$ cat src/rtl/column_reduce.sv
// Streaming SUM/MIN/MAX/COUNT reducer over in_last-delimited groups; result held on a
// valid/ready port until taken. in_ready and out_valid come straight from the state register.
module column_reduce #(
  parameter int NUM_SIZE = 32,
  parameter int CNT_SIZE = 16
) (
  input  logic                       clk,
  input  logic                       reset,
  input  logic [1:0]                 op,
  input  logic                       in_valid,
  input  logic signed [NUM_SIZE-1:0] in_data,
  input  logic                       in_last,
  output logic                       in_ready,
  output logic                       out_valid,
  input  logic                       out_ready,
  output logic signed [NUM_SIZE-1:0] out_data,
  output logic [CNT_SIZE-1:0]        out_count,
  output logic                       out_overflow
);

  typedef enum logic [1:0] {
    IDLE  = 2'd0,
    ACCUM = 2'd1,
    HOLD  = 2'd2
  } state_t;

  localparam logic [1:0] OP_SUM = 2'd0;
  localparam logic [1:0] OP_MIN = 2'd1;
  localparam logic [1:0] OP_MAX = 2'd2;
  localparam logic [1:0] OP_CNT = 2'd3;
  localparam logic [CNT_SIZE-1:0] CNT_MAX = '1;

  state_t                      state_q, state_d;
  logic [1:0]                  op_q, op_d;
  logic signed [NUM_SIZE-1:0]  acc_q, acc_d;
  logic [CNT_SIZE-1:0]         cnt_q, cnt_d;
  logic                        ovf_q, ovf_d;

  logic                        accept;
  logic signed [NUM_SIZE-1:0]  sum;
  logic                        sum_ovf;
  logic [CNT_SIZE-1:0]         cnt_inc;
  logic [NUM_SIZE-1:0]         cnt_ext;

  assign in_ready  = (state_q != HOLD);
  assign out_valid = (state_q == HOLD);
  assign accept    = in_valid && in_ready;

  // Two's-complement overflow: like-signed operands producing an opposite-signed sum.
  assign sum     = acc_q + in_data;
  assign sum_ovf = (acc_q[NUM_SIZE-1] == in_data[NUM_SIZE-1]) &&
                   (sum[NUM_SIZE-1] != acc_q[NUM_SIZE-1]);
  assign cnt_inc = (cnt_q == CNT_MAX) ? cnt_q : cnt_q + CNT_SIZE'(1);

  generate
    if (NUM_SIZE > CNT_SIZE) begin : g_cnt_zext
      assign cnt_ext = {{(NUM_SIZE-CNT_SIZE){1'b0}}, cnt_q};
    end else if (NUM_SIZE == CNT_SIZE) begin : g_cnt_same
      assign cnt_ext = cnt_q;
    end else begin : g_cnt_trunc
      assign cnt_ext = cnt_q[NUM_SIZE-1:0];
    end
  endgenerate

  always_comb begin
    state_d = state_q;
    op_d    = op_q;
    acc_d   = acc_q;
    cnt_d   = cnt_q;
    ovf_d   = ovf_q;
    case (state_q)
      IDLE: begin
        if (accept) begin
          op_d    = op;
          acc_d   = in_data;
          cnt_d   = CNT_SIZE'(1);
          ovf_d   = 1'b0;
          state_d = in_last ? HOLD : ACCUM;
        end
      end
      ACCUM: begin
        if (accept) begin
          case (op_q)
            OP_SUM: begin
              acc_d = sum;
              if (sum_ovf) ovf_d = 1'b1;
            end
            OP_MIN: if (in_data < acc_q) acc_d = in_data;
            OP_MAX: if (in_data > acc_q) acc_d = in_data;
            default: acc_d = acc_q;
          endcase
          cnt_d = cnt_inc;
          if (cnt_inc == CNT_MAX) ovf_d = 1'b1;
          if (in_last) state_d = HOLD;
        end
      end
      HOLD: begin
        if (out_ready) state_d = IDLE;
      end
      default: state_d = IDLE;
    endcase
  end

  always_ff @(posedge clk) begin
    if (reset) begin
      state_q <= IDLE;
      op_q    <= '0;
      acc_q   <= '0;
      cnt_q   <= '0;
      ovf_q   <= 1'b0;
    end else begin
      state_q <= state_d;
      op_q    <= op_d;
      acc_q   <= acc_d;
      cnt_q   <= cnt_d;
      ovf_q   <= ovf_d;
    end
  end

  // Result fields are forced to zero whenever no result is being offered.
  always_comb begin
    out_data     = '0;
    out_count    = '0;
    out_overflow = 1'b0;
    if (state_q == HOLD) begin
      out_data     = (op_q == OP_CNT) ? $signed(cnt_ext) : acc_q;
      out_count    = cnt_q;
      out_overflow = ovf_q;
    end
  end

endmodule

$ cat config.mk
export PLATFORM = sky130hd
export DESIGN_NAME = column_reduce
export DESIGN_NICKNAME = d
export VERILOG_FILES = /design/src/rtl/column_reduce.sv
export SDC_FILE = /design/constraint.sdc
export NUM_CORES = 1
export LEC_CHECK = 0
export ABC_AREA = 1
export CAP_MARGIN = 20
export CORE_MARGIN = 1
export CORE_UTILIZATION = 30
export CTS_CLUSTER_SIZE = 20
export DETAILED_ROUTE_END_ITERATION = 12
export DONT_BUFFER_PORTS = 1
export MAX_ROUTING_LAYER = met4
export PLACE_DENSITY = 0.46
export SKIP_LAST_GASP = 1
export SLEW_MARGIN = 20
export SYNTH_ARGS = -nofsm -noshare
export SYNTH_HDL_FRONTEND = slang
export SYNTH_SLANG_ARGS = --single-unit
$ cat constraint.sdc
create_clock -name clk -period 2.89 [get_ports clk]
set_input_delay 0.578 -clock clk [delete_from_list [all_inputs] [get_ports clk]]
set_output_delay 0.578 -clock clk [all_outputs]
set_load 0.01 [all_outputs]
# --- Word-level counts from Yosys, hierarchy flattened ---
# Index checks and enable logic that the tools add are counted.
word_totals:
  n_memories: 0
  mem_bits_rw: 0
  ff_bits: 53
  rom_bits: 0
  in_bits: 39
  latch_bits: 0
  out_inout_bits: 51
  word_cells: 64
classes:
  magnitude_cmp: 2
  add_sub_neg: 2
  n_eq_ne: 19
  n_bitwise: 0
  shifts: 0
  muxes: 26
  mul: 0
  reduce_logical: 10
  div_mod_pow: 0
op_table:
  columns: ["operator", "count"]
  rows:
  - ["2-to-1 mux 32 bit", 6]
  - ["case mux 32 bit (3 select lines)", 1]
  - ["2-to-1 mux 16 bit", 4]
  - ["case mux 32 bit (2 select lines)", 1]
  - ["adder 32 bit", 1]
  - ["equality test 16 bit, second input constant", 2]
  - ["> comparator 32 bit", 1]
  - ["< comparator 32 bit", 1]
  - ["case mux 16 bit (2 select lines)", 1]
  - ["adder 16 x 1 -> 16 bit, second input constant", 1]
  - ["2-to-1 mux 2 bit", 5]
  - ["inequality test 3 bit, second input constant", 3]
  - ["inequality test 2 bit, second input constant", 4]
  - ["equality test 2 bit, second input constant", 3]
  - ["2-to-1 mux 1 bit", 6]
  - ["case mux 2 bit (3 select lines)", 1]
  - ["AND reduction 6 bit", 1]
  - ["AND reduction 5 bit", 1]
  - ["equality test 2 x 1 -> 1 bit, second input constant", 2]
  - ["zero test 2 bit", 2]
  - ["inequality test 4 x 1 -> 1 bit, second input constant", 1]
  - ["AND reduction 4 bit", 1]
  - ["inequality test 3 x 2 -> 1 bit, second input constant", 1]
  - ["AND reduction 3 bit", 1]
  - ["7 further kinds", 8]

# --- Longest topological paths before layout ---
depth:
  word_depth: 8
  ltp_mapped: 22
  ltp_nobuf: 21

# --- Worst setup path after synthesis ---
# OpenSTA, ideal clock, no wires.
synth_path:
  path_type: "input port to flip-flop"
  startpoint: "in in_data[19]"
  endpoint: "reg acc_q[21]"
  cell_stages: 15
  slack_ns: 0.539
  n_path_buf: 3
  arrival_time_ns: 2.238
  setup_ns: 0.113
  required_time_ns: 2.777
  cell_sequence: "ha_1 > buf_6 > a21o_1 > o21ai_1 > nand2_1 > a21oi_2 > nand3_2 > nand3_2 > nand2_4 > inv_4 > nand2_2 > buf_6 > buf_12 > nor2_1 > nor2_1"
synth_via:
  elab_chain_cells: 4
  elab_cells_between_ends: 9
  cone_classes: "1 x add/sub; 2 x order compare; 2 x eq/ne; 3 x mux; 1 x reduce/logical"
synth_lines:
  columns: ["item", "line_no", "source"]
  rows:
  - ["from (decl)", "11", "input logic signed [NUM_SIZE-1:0] in_data,"]
  - ["adder 32 bit", "50", "assign sum = acc_q + in_data;"]
  - ["case mux 32 bit (3 select lines)", "83", "case (op_q)"]
  - ["2-to-1 mux 32 bit", "82", "if (accept) begin"]
  - ["case mux 32 bit (2 select lines)", "71", "case (state_q)"]
  - ["to (signal assigned)", "108", "acc_q <= '0;"]
  - ["to (signal assigned)", "114", "acc_q <= acc_d;"]
  - ["to (decl)", "35", "logic signed [NUM_SIZE-1:0] acc_q, acc_d;"]
# Parallel ways exist; a longest one is shown, timed or not. The select of a mux whose other input is x is not followed.
# A chain may end at the register's enable or synchronous reset.

# --- Final worst setup path ---
layout_path:
  startpoint: "reg state_q[1]"
  endpoint: "out out_data[17]"
layout_via:
  elab_chain_cells: 2
layout_lines:
  columns: ["item", "line_no", "source"]
  rows:
  - ["from (decl)", "33", "state_t state_q, state_d;"]
  - ["from (signal assigned)", "112", "state_q <= state_d;"]
  - ["equality test 2 bit", null, null]
  - ["via out_valid", "14", "output logic out_valid,"]
  - ["2-to-1 mux 32 bit", "125", "if (state_q == HOLD) begin"]
  - ["to (decl)", "16", "output logic signed [NUM_SIZE-1:0] out_data,"]
# The timed path passes the listed nets, and every way through them passes these cells.

==> metrics.md <==
| Metric | Value |
|---|---|
| FF-to-FF path depth | 16 |
| Worst R2R Setup Slack | 330 ps |
| Critical path endpoint | out_data[17] |
| Top Ports | 90 |
| Post-CTS Setup Bufs | 0 |
| Vias in the first global route | 6819 |
| Reg2Reg Launch Point | acc_q[24] |
| Max clock buf depth | 2 |
| Synth area leaders | nand2_1 20%, dfxtp_1 16%, ha_1 13% |
| # rows | 53 |
| Unrepaired setup endpoints after global routing | no |
| Worst-path maximum fanout | 20 |
| Largest family of logic cells by synthesized area | simple AND/OR/NAND/NOR gates |
| VDD IR max | 0.2280 mV |
| Top-area cell type share of the netlist area | 0.1958 |
| Port Buf Inserts | 0 |
| Kind of critical path | flip-flop to output port |
| Area grow syn2layout | 8.059% |
| CP startpoint | state_q[1] |
| CTS H-tree depth | 2 |
| Core region area | 21290 sq um |
| WP data required | 2310 ps |
| Max-slew headroom | 0.6193 |
| Largest net degree at the start of global routing | 31 |
| Setup TNS | 0 ps |
| Startpoint class of the critical path | flip-flop |
| Least-Margin Pin Slew | 571.1 ps |
| Netlist Area Pre-Place | 6614 sq um |
| Synth Area in Compound Gates | 0.1534 |
| Hold Path Class | input pin to flip-flop |
| Fin cells | 1439 |
| Via-per-instance ratio | 4.892 |
| # fillers | 2459 |
| Initial antenna violation count | 0 |
| Total Wirelength | 24290 um |
| Clock latency on the worst-skew pair | 320 ps |
| CP arrival | 2050 ps |
| DRT Pass-1 Iters | 6 |
| Outcome | finished clean |
| Fraction of layout cells with a size suffix above 1 | 0.07302 |
| Yosys top cell by area | nand2_1 |
| Final worst slack | 259.2 ps |
| HPWL after detailed placement | 19910 um |
| Worst slack at placement | 224.4 ps |
| Footprint of the multi-input gates | 4658 sq um |
| Placed cell count | 1431 |
| Worst-path clk slew | 90 ps |
| Synth Area in XOR/XNOR | 0.02119 |
| Period utilization | 0.9103 |
| CTS Sinks | 53 |
| Crit end category | output port |
| Netlist cell types | 45 |
| Die height | 150.5 um |
| Synth Area in Adders | 0.1317 |
| Hold-fix buffers at CTS | 0 |
| Leak | 3.497 nW |
| Final max-slew violation count | 0 |
| FMAX | 0.3801 GHz |
| Synth Register Bits | 53 |
| Setup Skew | 11.26 ps |
| Syn Inst Count | 1164 |
| Post-Synth Simple-Gate Area | 0.3977 |
| Sequential cell area fraction in the yosys report | 0.1604 |
| Total of max-cap violations | 0 |
| Num CTS Buffers | 5 |
| Vias | 7040 |
| Final hold violations | 0 |
| FF+latch area | 1061 sq um |
| Clock root buffer | clkbuf_16 |
| CTS tree | built |
| Post-Syn Area per Cell | 5.682 sq um |
| DRC Markers | 0 |
| Die Wd | 150.5 um |
| Final period demand of the worst path | 2631 ps |
| R2R Path End | acc_q[16] |
| Initial DRC Count | 369 |
| Nets | 1271 |
| Final setup violation count | 0 |
| Mapped Nets | 1272 |
| Die Area | 22640 sq um |
| Ant diodes | 0 |
| WL/cell | 16.88 um |
| Grt ovf | 0 |
| Pwr dens | 392.8 nW/um^2 |
| Global Route Usage Sum | 0.2294 |
| Mux contribution to synthesized area | 0 |
| Hold depth | 1 |
| Total power | 0.002807 W |
| CTS resizes | 0 |
| Global-route wire length before repair | 38460 um |
| Yosys warns | 0 |
| GP Congestion | 0.9537 |
| Starting Density | 0.3107 |
| Number of routed nets with antenna violations | 0 |
==> how the worst min path moves through the flow <==
stage | startpoint | endpoint | slack [ps]
floorplan | ovf_q | ovf_q | 430
CTS | reset | acc_q[24] | 310
detailed placement | ovf_q | ovf_q | 450
global route | reset | acc_q[28] | 310
global placement | ovf_q | ovf_q | 450
finish | reset | cnt_q[14] | 320
==> synth_stat cells (all sizes together) <==
cell    number
nand4       18
fa           1
a22oi        2
or2          3
xnor2        2
a211oi       1
xor2        14
a21o         3
o211ai       2
dfxtp       53
and2         1
nand3b       1
o22ai        2
o21bai       6
nor2       146
o22a         1
a21oi       92
o31ai        1
nand3       52
inv        193
ha          68
nor3        36
clkbuf      16
and3         4
nor4         1
nand2      356
buf         16
o21a         4
o21ai       66
a31oi        3
==> area by class of cell <==
| class | count | share of cell area |
|---|---|---|
| repair buffers | 24 | 0.02871 |
| multi-input cells | 886 | 0.6518 |
| clock buffers | 5 | 0.01751 |
| flip-flops and latches | 53 | 0.1485 |
| well taps | 275 | 0.04814 |
| clock inverters | 3 | 0.003676 |
| inverters | 193 | 0.1017 |
==> registers in the layout, summed over array words and instances, names as in the netlist <==
signal / cells
cnt_q: 16
op_q: 2
state_q: 2
acc_q: 32
ovf_q: 1
==> kinds of logic (layout without fill, tap and decap cells) <==
logic type | Yosys count | after routing
buf+inv | 225 | 225
fa+ha+maj | 69 | 69
compound gates | 183 | 183
xor+xnor | 16 | 16
flops | 53 | 53
simple gates | 618 | 618
==> worst max-delay path, cell delays in order, from the launching register on <==
cell and delay, ps:
dfxtp_1 480, inv_2 120, nor2_8 240, inv_2 230, buf_4 280, nor3_1 390
==> where the power goes <==
group          switching (W)  internal (W)  leakage [nW]
Clock               0.000364      0.000330        0.0680
Combinational       0.000843      0.000426          2.99
Sequential         0.0000562      0.000788         0.436
==> cells in the final DEF, fill, tap and decap left out, types with 3 or more instances in the layout <==
cell type  count
nor2_2         3
ha_1          67
a21o_1         3
a21oi_2       11
and3_1         4
nor2_1       137
o21bai_1       6
nand3_1       49
a31oi_1        3
nand4_1       18
o21ai_0       65
nand2_2       10
inv_2         10
a21oi_1       81
dfxtp_1       53
nand2_1      345
inv_1        182
o21a_1         4
or2_2          3
nor2_4         5
xor2_1        14
clkbuf_16      5
buf_4         22
nor3_1        32
nand3_2        3
nor3_2         4
==> routing by layer <==
layer  GRT usage  vias to the layer above  share of wire
met1      0.3083                     3175           0.48
met4     0.04040                        0          0.010
met3     0.03303                       16          0.061
met2      0.3661                      194           0.45
li1            -                     3655              -
met5           -                        -              0
==> through the flow <==
stage                     utilization  hold WS (ps)  instance area [sq um]
after floorplan                     -         431.6                   6614
after CTS                      0.3357         305.6                   7147
final                          0.3357         323.1                   7147
after detailed placement       0.3286         452.1                   6995
after global routing           0.3357         308.2                   7147
after global placement         0.3286         446.2                   6995
Note: power is estimated with default switching activity, not from simulation.
